### src/rtl/memory_access_if.sv
// memory_access_if: single-outstanding req/ack data-memory bus between memory stage and data memory
`ifndef XLEN
`define XLEN 32
`endif
interface memory_access_if;
  logic             req;
  logic             we;
  logic [`XLEN-1:0] addr;
  logic [`XLEN-1:0] wdata;
  logic [3:0]       be;
  logic             ack;
  logic [`XLEN-1:0] rdata;
  modport master(output req, we, addr, wdata, be, input ack, rdata);
  modport slave(input req, we, addr, wdata, be, output ack, rdata);
endinterface

### src/rtl/memory_access.sv
// memory_access: memory stage with req/ack data bus, byte-lane stores, extended loads and timeout abort.
// Optional MEM_MISALIGN_TRAP_EN: misaligned H/W accesses skip the bus and pulse or_misaligned.
`ifndef XLEN
`define XLEN 32
`endif
`ifndef XADDR
`define XADDR 5
`endif
`ifndef OPLEN
`define OPLEN 4
`endif
module memory_access #(
  parameter int WAIT_MAX = 255
) (
  input  logic              i_clk,
  input  logic              i_rst_n,
  input  logic [`OPLEN:0]   i_opcode,
  input  logic [`XADDR-1:0] i_rd_addr,
  input  logic [`XLEN-1:0]  i_alu_result,
  input  logic [`XLEN-1:0]  i_rs2_data,
  input  logic [2:0]        i_funct3,
  input  logic [`XLEN-1:0]  i_pc,
  output logic              o_stall,
  output logic [`XLEN-1:0]  ow_rd_mem,
  output logic [`XADDR-1:0] ow_rd_addr_mem,
  output logic              ow_rd_mem_wr_en,
  memory_access_if.master   dmem,
  output logic [`OPLEN:0]   or_opcode,
  output logic [`XADDR-1:0] or_rd_addr,
  output logic [`XLEN-1:0]  or_rd_data,
  output logic              or_rd_wr_en,
  output logic [`XLEN-1:0]  or_pc,
  output logic              or_bus_err
`ifdef MEM_MISALIGN_TRAP_EN
  ,
  output logic              or_misaligned
`endif
);
  localparam logic [`OPLEN:0] R_OP = 1, I_OP = 2, L_OP = 3, S_OP = 4, JAL_OP = 6, JALR_OP = 7,
                              LUI_OP = 8, AUIPC_OP = 9;
  typedef enum logic {IDLE, BUSY} state_t;
  state_t           state;
  logic [7:0]       cnt;
  logic [1:0]       a;
  logic             is_ld, is_st, is_jmp, mem_op, wr_rd, mis, start, done, abort, rec_clr, rec_ld;
  logic [3:0]       be_n;
  logic [`XLEN-1:0] wdata_n, ld_data, rd_data_n;
  logic [7:0]       lb;
  logic [15:0]      lh;
  assign a      = i_alu_result[1:0];
  assign is_ld  = i_opcode == L_OP;
  assign is_st  = i_opcode == S_OP;
  assign is_jmp = i_opcode == JAL_OP || i_opcode == JALR_OP;
  assign mem_op = is_ld || is_st;
  assign wr_rd  = is_ld || is_jmp || i_opcode inside {R_OP, I_OP, LUI_OP, AUIPC_OP};
`ifdef MEM_MISALIGN_TRAP_EN
  // funct3[1:0] gives the access size, so unsigned loads are judged like their signed forms
  assign mis = mem_op && (i_funct3[1:0] == 2'b00 ? 1'b0 : i_funct3[1:0] == 2'b01 ? a[0] : a != 2'b00);
`else
  assign mis = 1'b0;
`endif
  assign start   = state == IDLE && mem_op && !mis;
  assign done    = state == BUSY && dmem.ack;
  assign abort   = state == BUSY && !dmem.ack && cnt == 8'(WAIT_MAX - 1);
  assign rec_clr = start || abort;
  assign rec_ld  = (state == IDLE && !start) || done;
  assign o_stall = start || (state == BUSY && !dmem.ack && !abort);
  assign ow_rd_mem       = i_alu_result;
  assign ow_rd_addr_mem  = i_rd_addr;
  assign ow_rd_mem_wr_en = wr_rd && !is_ld && !is_jmp && i_rd_addr != '0;
  assign lb = dmem.rdata[{a, 3'b000} +: 8];
  assign lh = dmem.rdata[{a[1], 4'b0000} +: 16];
  always_comb begin
    be_n      = i_funct3 == 3'b000 ? 4'b0001 << a : i_funct3 == 3'b001 ? (a[1] ? 4'b1100 : 4'b0011) : 4'b1111;
    wdata_n   = i_funct3 == 3'b000 ? {4{i_rs2_data[7:0]}} : i_funct3 == 3'b001 ? {2{i_rs2_data[15:0]}} : i_rs2_data;
    ld_data   = i_funct3 == 3'b000 ? {{24{lb[7]}}, lb} :
                i_funct3 == 3'b001 ? {{16{lh[15]}}, lh} :
                i_funct3 == 3'b100 ? {24'b0, lb} :
                i_funct3 == 3'b101 ? {16'b0, lh} : dmem.rdata;
    rd_data_n = is_jmp ? i_pc + 32'd4 : (done && is_ld) ? ld_data : i_alu_result;
  end
  always_ff @(posedge i_clk)
    if (!i_rst_n) begin
      state       <= IDLE;
      cnt         <= '0;
      dmem.req    <= 1'b0;
      dmem.we     <= 1'b0;
      dmem.addr   <= '0;
      dmem.wdata  <= '0;
      dmem.be     <= '0;
      or_opcode   <= '0;
      or_rd_addr  <= '0;
      or_rd_data  <= '0;
      or_rd_wr_en <= 1'b0;
      or_pc       <= '0;
      or_bus_err  <= 1'b0;
`ifdef MEM_MISALIGN_TRAP_EN
      or_misaligned <= 1'b0;
`endif
    end else begin
      cnt        <= state == BUSY ? cnt + 8'd1 : 8'd0;
      or_bus_err <= abort;
`ifdef MEM_MISALIGN_TRAP_EN
      or_misaligned <= state == IDLE && mis;
`endif
      if (start) begin
        state      <= BUSY;
        dmem.req   <= 1'b1;
        dmem.we    <= is_st;
        dmem.addr  <= {i_alu_result[`XLEN-1:2], 2'b00};
        dmem.wdata <= wdata_n;
        dmem.be    <= be_n;
      end else if (done || abort) begin
        state    <= IDLE;
        dmem.req <= 1'b0;
      end
      if (rec_clr) begin
        or_opcode   <= '0;
        or_rd_addr  <= '0;
        or_rd_data  <= '0;
        or_rd_wr_en <= 1'b0;
        or_pc       <= '0;
      end else if (rec_ld) begin
        or_opcode   <= i_opcode;
        or_rd_addr  <= i_rd_addr;
        or_rd_data  <= rd_data_n;
        or_rd_wr_en <= wr_rd && !mis && i_rd_addr != '0;
        or_pc       <= i_pc;
      end
    end
endmodule

### src/flat_wrapper.sv
// flat-port wrapper written by rule: the top's interface ports become plain ports
module memory_access_flat 
#(
  parameter int WAIT_MAX = 255
)
  (i_clk, i_rst_n, i_opcode, i_rd_addr, i_alu_result, i_rs2_data, i_funct3, i_pc, o_stall, ow_rd_mem, ow_rd_addr_mem, ow_rd_mem_wr_en, or_opcode, or_rd_addr, or_rd_data, or_rd_wr_en, or_pc, or_bus_err, dmem_req, dmem_we, dmem_addr, dmem_wdata, dmem_be, dmem_ack, dmem_rdata);
  memory_access_if dmem_i ();
  input  logic i_clk;
  input  logic i_rst_n;
  input  logic [`OPLEN:0] i_opcode;
  input  logic [`XADDR-1:0] i_rd_addr;
  input  logic [`XLEN-1:0] i_alu_result;
  input  logic [`XLEN-1:0] i_rs2_data;
  input  logic [2:0] i_funct3;
  input  logic [`XLEN-1:0] i_pc;
  output logic o_stall;
  output logic [`XLEN-1:0] ow_rd_mem;
  output logic [`XADDR-1:0] ow_rd_addr_mem;
  output logic ow_rd_mem_wr_en;
  output logic [`OPLEN:0] or_opcode;
  output logic [`XADDR-1:0] or_rd_addr;
  output logic [`XLEN-1:0] or_rd_data;
  output logic or_rd_wr_en;
  output logic [`XLEN-1:0] or_pc;
  output logic or_bus_err;
  output wire logic [$bits(dmem_i.req)-1:0] dmem_req;
  output wire logic [$bits(dmem_i.we)-1:0] dmem_we;
  output wire logic [$bits(dmem_i.addr)-1:0] dmem_addr;
  output wire logic [$bits(dmem_i.wdata)-1:0] dmem_wdata;
  output wire logic [$bits(dmem_i.be)-1:0] dmem_be;
  input wire logic [$bits(dmem_i.ack)-1:0] dmem_ack;
  input wire logic [$bits(dmem_i.rdata)-1:0] dmem_rdata;
  assign dmem_req = dmem_i.req;
  assign dmem_we = dmem_i.we;
  assign dmem_addr = dmem_i.addr;
  assign dmem_wdata = dmem_i.wdata;
  assign dmem_be = dmem_i.be;
  assign dmem_i.ack = dmem_ack;
  assign dmem_i.rdata = dmem_rdata;
  memory_access #(.WAIT_MAX(WAIT_MAX)) u_core (.i_clk(i_clk), .i_rst_n(i_rst_n), .i_opcode(i_opcode), .i_rd_addr(i_rd_addr), .i_alu_result(i_alu_result), .i_rs2_data(i_rs2_data), .i_funct3(i_funct3), .i_pc(i_pc), .o_stall(o_stall), .ow_rd_mem(ow_rd_mem), .ow_rd_addr_mem(ow_rd_addr_mem), .ow_rd_mem_wr_en(ow_rd_mem_wr_en), .dmem(dmem_i), .or_opcode(or_opcode), .or_rd_addr(or_rd_addr), .or_rd_data(or_rd_data), .or_rd_wr_en(or_rd_wr_en), .or_pc(or_pc), .or_bus_err(or_bus_err));
endmodule
### config.mk
export PLATFORM = sky130hd
export DESIGN_NAME = memory_access_flat
export DESIGN_NICKNAME = d
export VERILOG_FILES = /design/src/rtl/memory_access_if.sv /design/src/rtl/memory_access.sv /design/src/flat_wrapper.sv
export SDC_FILE = /design/constraint.sdc
export NUM_CORES = 1
export LEC_CHECK = 0
export CAP_MARGIN = 20
export CORE_MARGIN = 4
export CORE_UTILIZATION = 29
export CTS_CLUSTER_DIAMETER = 40
export DETAILED_ROUTE_END_ITERATION = 6
export SLEW_MARGIN = 20
export SYNTH_ARGS = -nofsm -noshare
export SYNTH_HDL_FRONTEND = slang
export SYNTH_SLANG_ARGS = --single-unit
### constraint.sdc
create_clock -name i_clk -period 2.25 [get_ports i_clk]
set_input_delay 0.3375 -clock i_clk [delete_from_list [all_inputs] [get_ports i_clk]]
set_output_delay 0.3375 -clock i_clk [all_outputs]
set_load 0.03 [all_outputs]
# After elaboration in Yosys (flattened, before gate mapping)
# Cells that the tools add are included.
[totals] register_bits=152 latchBits=0 ram_bits=0 romBits=0 mem_count=0
[classes] add_sub_neg=2 n_mul=0 div=0 order_cmp=0 eq_ne=12 shifts=3 mux=13 n_bitwise=2 n_reduce_logical=30
[op_table] operator="$mux 32" count=8
[op_table] operator="$add 32x3->32 const B" count=1
[op_table] operator="$shiftx 32x6->16" count=1
[op_table] operator="$shiftx 32x6->8" count=1
[op_table] operator="$eq 5x3->1 const B" count=3
[op_table] operator="$mux 4" count=3
[op_table] operator="$logic_and 1x1->1" count=11
[op_table] operator="$eq 5x2->1 const B" count=2
[op_table] operator="$eq 5x4->1 const B" count=2
[op_table] operator="$add 8x1->8 const B" count=1
[op_table] operator="$eq 8x8->1 const B" count=1
[op_table] operator="$logic_or 1x1->1" count=8
[op_table] operator="$eq 3x3->1 const B" count=2
[op_table] operator="$eq 5x1->1 const B" count=1
[op_table] operator="$logic_not 1->1" count=5
[op_table] operator="$reduce_bool 5->1" count=1
[op_table] operator="$reduce_bool 4->1" count=1
[op_table] operator="$shl 1x2->4 const A" count=1
[op_table] operator="$eq 3x1->1 const B" count=1
[op_table] operator="$logic_not 3->1" count=1
[op_table] operator="$mux 1" count=2
[op_table] operator="$not 1->1" count=2
[op_table] operator="$reduce_and 2->1" count=1
[op_table] operator="$reduce_bool 2->1" count=1
[op_table] operator="$reduce_or 2->1" count=1

# Depth between registers and ports, before layout
[logic_depth] ltp_word=7 ltp_mapped=8 ltp_nobuf=7

# Worst setup path after synthesis
# No wires, ideal clock.
[synth_path] kind="reg-to-reg" startpoint="reg, netlist name u_core.dmem.req" endpoint="reg u_core.or_rd_data[23]" setup_time_ps=122 t_arrival_ps=1830 path_slack_ps=298 stages_incl_launch_ff=6 n_path_buf=0 synth_period_minus_slack_ps=1952 path_cell_list="dfxtp_1 > nand4b_1 > nor2_4 > nand3_4 > o221a_1 > a311o_1"
[synth_rtl] item="end signal: assignment" line_no="memory_access.sv:126" text="or_rd_data <= rd_data_n;"
[synth_rtl] item="end: declaration" line_no="memory_access.sv:30" text="output logic [`XLEN-1:0] or_rd_data,"

# Worst setup path after layout
[layout_path] startpoint="in i_opcode[0]" endpoint="out o_stall"
[layout_between] elab_chain_len=4 elab_cells_between_ends=5
[layout_lines] item="start: declaration" line_no="flat_wrapper.sv:10" text="input logic [`OPLEN:0] i_opcode;"
[layout_lines] item="$eq 5x2->1 or $eq 5x3->1 (tied branches)" line_no="memory_access.sv:51, memory_access.sv:52"
[layout_lines] item="$logic_or 1x1->1 (*)" line_no="memory_access.sv:54" text="assign mem_op = is_ld || is_st;"
[layout_lines] item="$logic_and 1x1->1 (*)" line_no="memory_access.sv:62" text="assign start = state == IDLE && mem_op && !mis;"
[layout_lines] item="$logic_or 1x1->1 (*)" line_no="memory_access.sv:67" text="assign o_stall = start || (state == BUSY && !dmem.ack && !abort);"
[layout_lines] item="end: declaration" line_no="flat_wrapper.sv:16" text="output logic o_stall;"
# Every way passes the cells marked *; elsewhere a longest branch is shown, timed or not.

==> results.json <==
{
  "insertion_delay_ns": 0.43,
  "r2r_setup_slack_ns": 0.21,
  "skew_ns": 0.00894,
  "finalHoldViolCount": 0,
  "hp-start": "i_rst_n",
  "core_area_um2": 28000,
  "cts_sinks": 152,
  "cpMaxStageDelayCell": "clkdlybuf4s50_1",
  "finalMaxSlewViolations": 0,
  "p_sw_uw": 2300,
  "drive_gt1_share_pct": 14.5,
  "hold_depth": 2,
  "seq_area_um2": 3040,
  "ys.flop_type": "dfxtp_1",
  "cp-end-kind": "output port",
  "wl_per_cell_um": 19.4,
  "synth_edf_count": 0,
  "worst_slew_pin_slew_ns": 0.652,
  "max_stage_delay_ns": 0.54,
  "hold_path_class": "in2reg",
  "slew_headroom_pct": 56.5,
  "syn_to_final_growth_pct": 58.7,
  "num_vias": 8979,
  "status": "complete, no violations",
  "final_core_util_pct": 47.0,
  "tns_ns": 0,
  "syn_area_um2": 8290,
  "portBuffers": 326,
  "whs_endpoint": "u_core.dmem.we",
  "critPathLaunchType": "input port",
  "dp_hpwl_um": 27000,
  "r2r_end": "u_core.or_rd_data[25]",
  "cts_tree": "yes",
  "clk_root_buffer_cell": "clkbuf_16",
  "grt_pass1_wl_um": 51900,
  "ys_top_cells_by_count": "228 x nand2_1, 152 x dfxtp_1, 76 x a21oi_1",
  "multiInputGateArea_um2": 4590,
  "r2r_cells": 7,
  "cts_made_buffers": 17,
  "fillCellCount": 2750,
  "cts.clk_slew.worst_paths_ns": 0.06,
  "h-tree-depth": 4,
  "path_class": "in2out",
  "synth.area.top_cells": "dfxtp_1 37%, nand2_1 10%, a21oi_1 4.6%, a21boi_0 4.2%, o21ai_0 4.2%",
  "ys_seq_elements": 152,
  "num_rows": 61,
  "drt-initial-drc-count": 622,
  "arrival_ns": 1.88,
  "synthArstFlopShare_pct": 0,
  "syn_avg_cell_area_um2": 7.99,
  "gp_congestion": 0.855,
  "post_cts_buffers": 0,
  "synth_cells": 1037,
  "fin_crit_sh_pct": 98.5,
  "cp_max_fo": 7,
  "die_y_um": 177,
  "power_frac_comb_pct": 22.9,
  "switching_share_pct": 29.1,
  "nets": 1536,
  "die_x_um": 177,
  "synth_top_area_cell": "dfxtp_1",
  "period_minus_slack_ns": 2.22,
  "yosysMostFrequentCell": "nand2_1",
  "die-area_um2": 31400,
  "start_util_pct": 29.6,
  "rsz0062_at_grt": "false",
  "grt_usage_pct": 21.3,
  "antenna_found_initial": 3,
  "cp.required_ns": 1.91,
  "grt_overflow": 0,
  "dpl_cell_area_um2": 12500,
  "synth_cell_types": 75,
  "power_leakage_uw": 0.00521,
  "vdd_drop_max_v": 0.000448,
  "ctsHoldBuffers": 0,
  "dr.pass1.iters": 6,
  "clockBufferDepth": 2,
  "p_seq_share_pct": 36.7,
  "synth_top_area_share_pct": 36.7,
  "wl_um": 34600,
  "max_clock_freq_mhz": 451,
  "remaining_drc_errors": 0,
  "ios": 329,
  "synth-seq-area-share_pct": 36.7,
  "max_cap_viol_count": 0,
  "drtAntennaViolNets": 0,
  "setup-violations-final": 0,
  "yosysWarnings": 0,
  "via_per_inst": 5.04,
  "grt_max_degree": 67,
  "p_clk_share_pct": 40.5,
  "p_int_uw": 5590,
  "crit_path_cell_trace": "clkdlybuf4s50_1, and3b_1, o21ai_4, o21ai_1, buf_4",
  "powerDensity_nw_per_um2": 600,
  "grt_pass1_vias": 8586,
  "r2r_start": "u_core.dmem.req",
  "total_power_uw": 7890,
  "stdcell_area_um2": 13200
}
[power by group through the flow]
stage	clock network (µW)	logic (µW)	registers (µW)
2_1_floorplan	0	605	3200
3_3_place_gp	0	1790	2950
3_5_place_dp	0	1800	2950
4_1_cts	3260	1810	2890
5_1_grt	3380	1910	2910
6_report	3190	1800	2890
[cells by family (layout without fill, tap and decap cells)]
family	count (synthesis)	in the layout	synth area share, %
AND/OR/NAND/NOR	380	380	21.9
flip-flops	152	152	36.7
AO/OA/AOI/OAI	316	316	26.2
buffers and inverters	133	497	8.38
XOR/XNOR	16	16	1.69
other	1	5	0.0452
adder cells (fa/ha/maj)	3	3	0.453
multiplexers	36	36	4.62
[layer usage]
| layer | vias to the layer above | part of all wire, % | GRT usage (%) |
|---|---|---|---|
| met5 | - | 0 | 0 |
| met4 | 0 | 1.6 | 5.29 |
| met3 | 28 | 7.1 | 4.53 |
| met2 | 341 | 47 | 35.6 |
| met1 | 4242 | 44 | 28.2 |
| li1 | 4368 | - | - |
[cell type report]
| type | count | area share [%] |
|---|---|---|
| clock buffer | 20 | 3.47 |
| multi-input combinational | 753 | 34.9 |
| tap | 378 | 3.60 |
| sequential | 152 | 23.1 |
| clock inverter | 12 | 1.44 |
| antenna | 3 | 0.0571 |
| timing repair buffer | 457 | 33.1 |
| inverter | 8 | 0.228 |
[placed cells by master (no fill, tap or decap), types with 17 or more instances in the layout]
| cell type | netlist | routed |
|---|---|---|
| clkdlybuf4s50_1 | 0 | 322 |
| mux2i_1 | 27 | 27 |
| a21oi_1 | 76 | 76 |
| and2_1 | 19 | 18 |
| buf_4 | 40 | 124 |
| nor3_1 | 17 | 17 |
| o211a_1 | 21 | 21 |
| clkbuf_16 | 0 | 17 |
| nor2_1 | 31 | 30 |
| a21boi_0 | 46 | 46 |
| o21ai_0 | 69 | 68 |
| dfxtp_1 | 152 | 152 |
| nand3_1 | 22 | 22 |
| nand2_1 | 228 | 227 |
[flip-flops by register name (all words and copies together), names as in the netlist, 4 cells and up]
name               count
u_core.cnt             8
u_core.dmem.addr      30
u_core.dmem.be         4
u_core.dmem.wdata     32
u_core.or_opcode       5
u_core.or_pc          32
u_core.or_rd_addr      5
u_core.or_rd_data     32
[critical path: cells and delay by family]
family / cells / cell delay, ns
AOI/OAI and AO/OA: 2 / 0.46
buffers and inverters: 2 / 0.76
and+or+nand+nor: 1 / 0.30
[through the flow]
stage	cells	worst slack, ns	hold slack, ns
after global routing	1783	0.0161	0.281
final	1783	0.0340	0.291
after global placement	1748	-0.258	0.441
after CTS	1780	0.000644	0.266
after detailed placement	1748	-0.223	0.445
after floorplan	1038	0.298	0.430
[worst max path at each step]
stage                               start               endpoint  slack [ns]  depth (start not counted)
after floorplan           i_alu_result[0]   u_core.or_rd_data[7]        0.30                          6
after global placement        i_opcode[4]  u_core.or_rd_data[25]       -0.26                          7
after detailed placement      i_opcode[4]  u_core.or_rd_data[25]       -0.22                          7
after CTS                     i_opcode[1]                o_stall      0.0006                          6
after global routing          i_opcode[0]                o_stall        0.02                          5
final                         i_opcode[0]                o_stall        0.03                          5
[repair_timing]
action                                  in CTS  in global routing
endpoints found under the hold margin        0                  0
resized for setup                            1                  2
pin swaps                                    0                  1
endpoints found under the setup margin       1                  1
(Power assumes the default switching activity.)
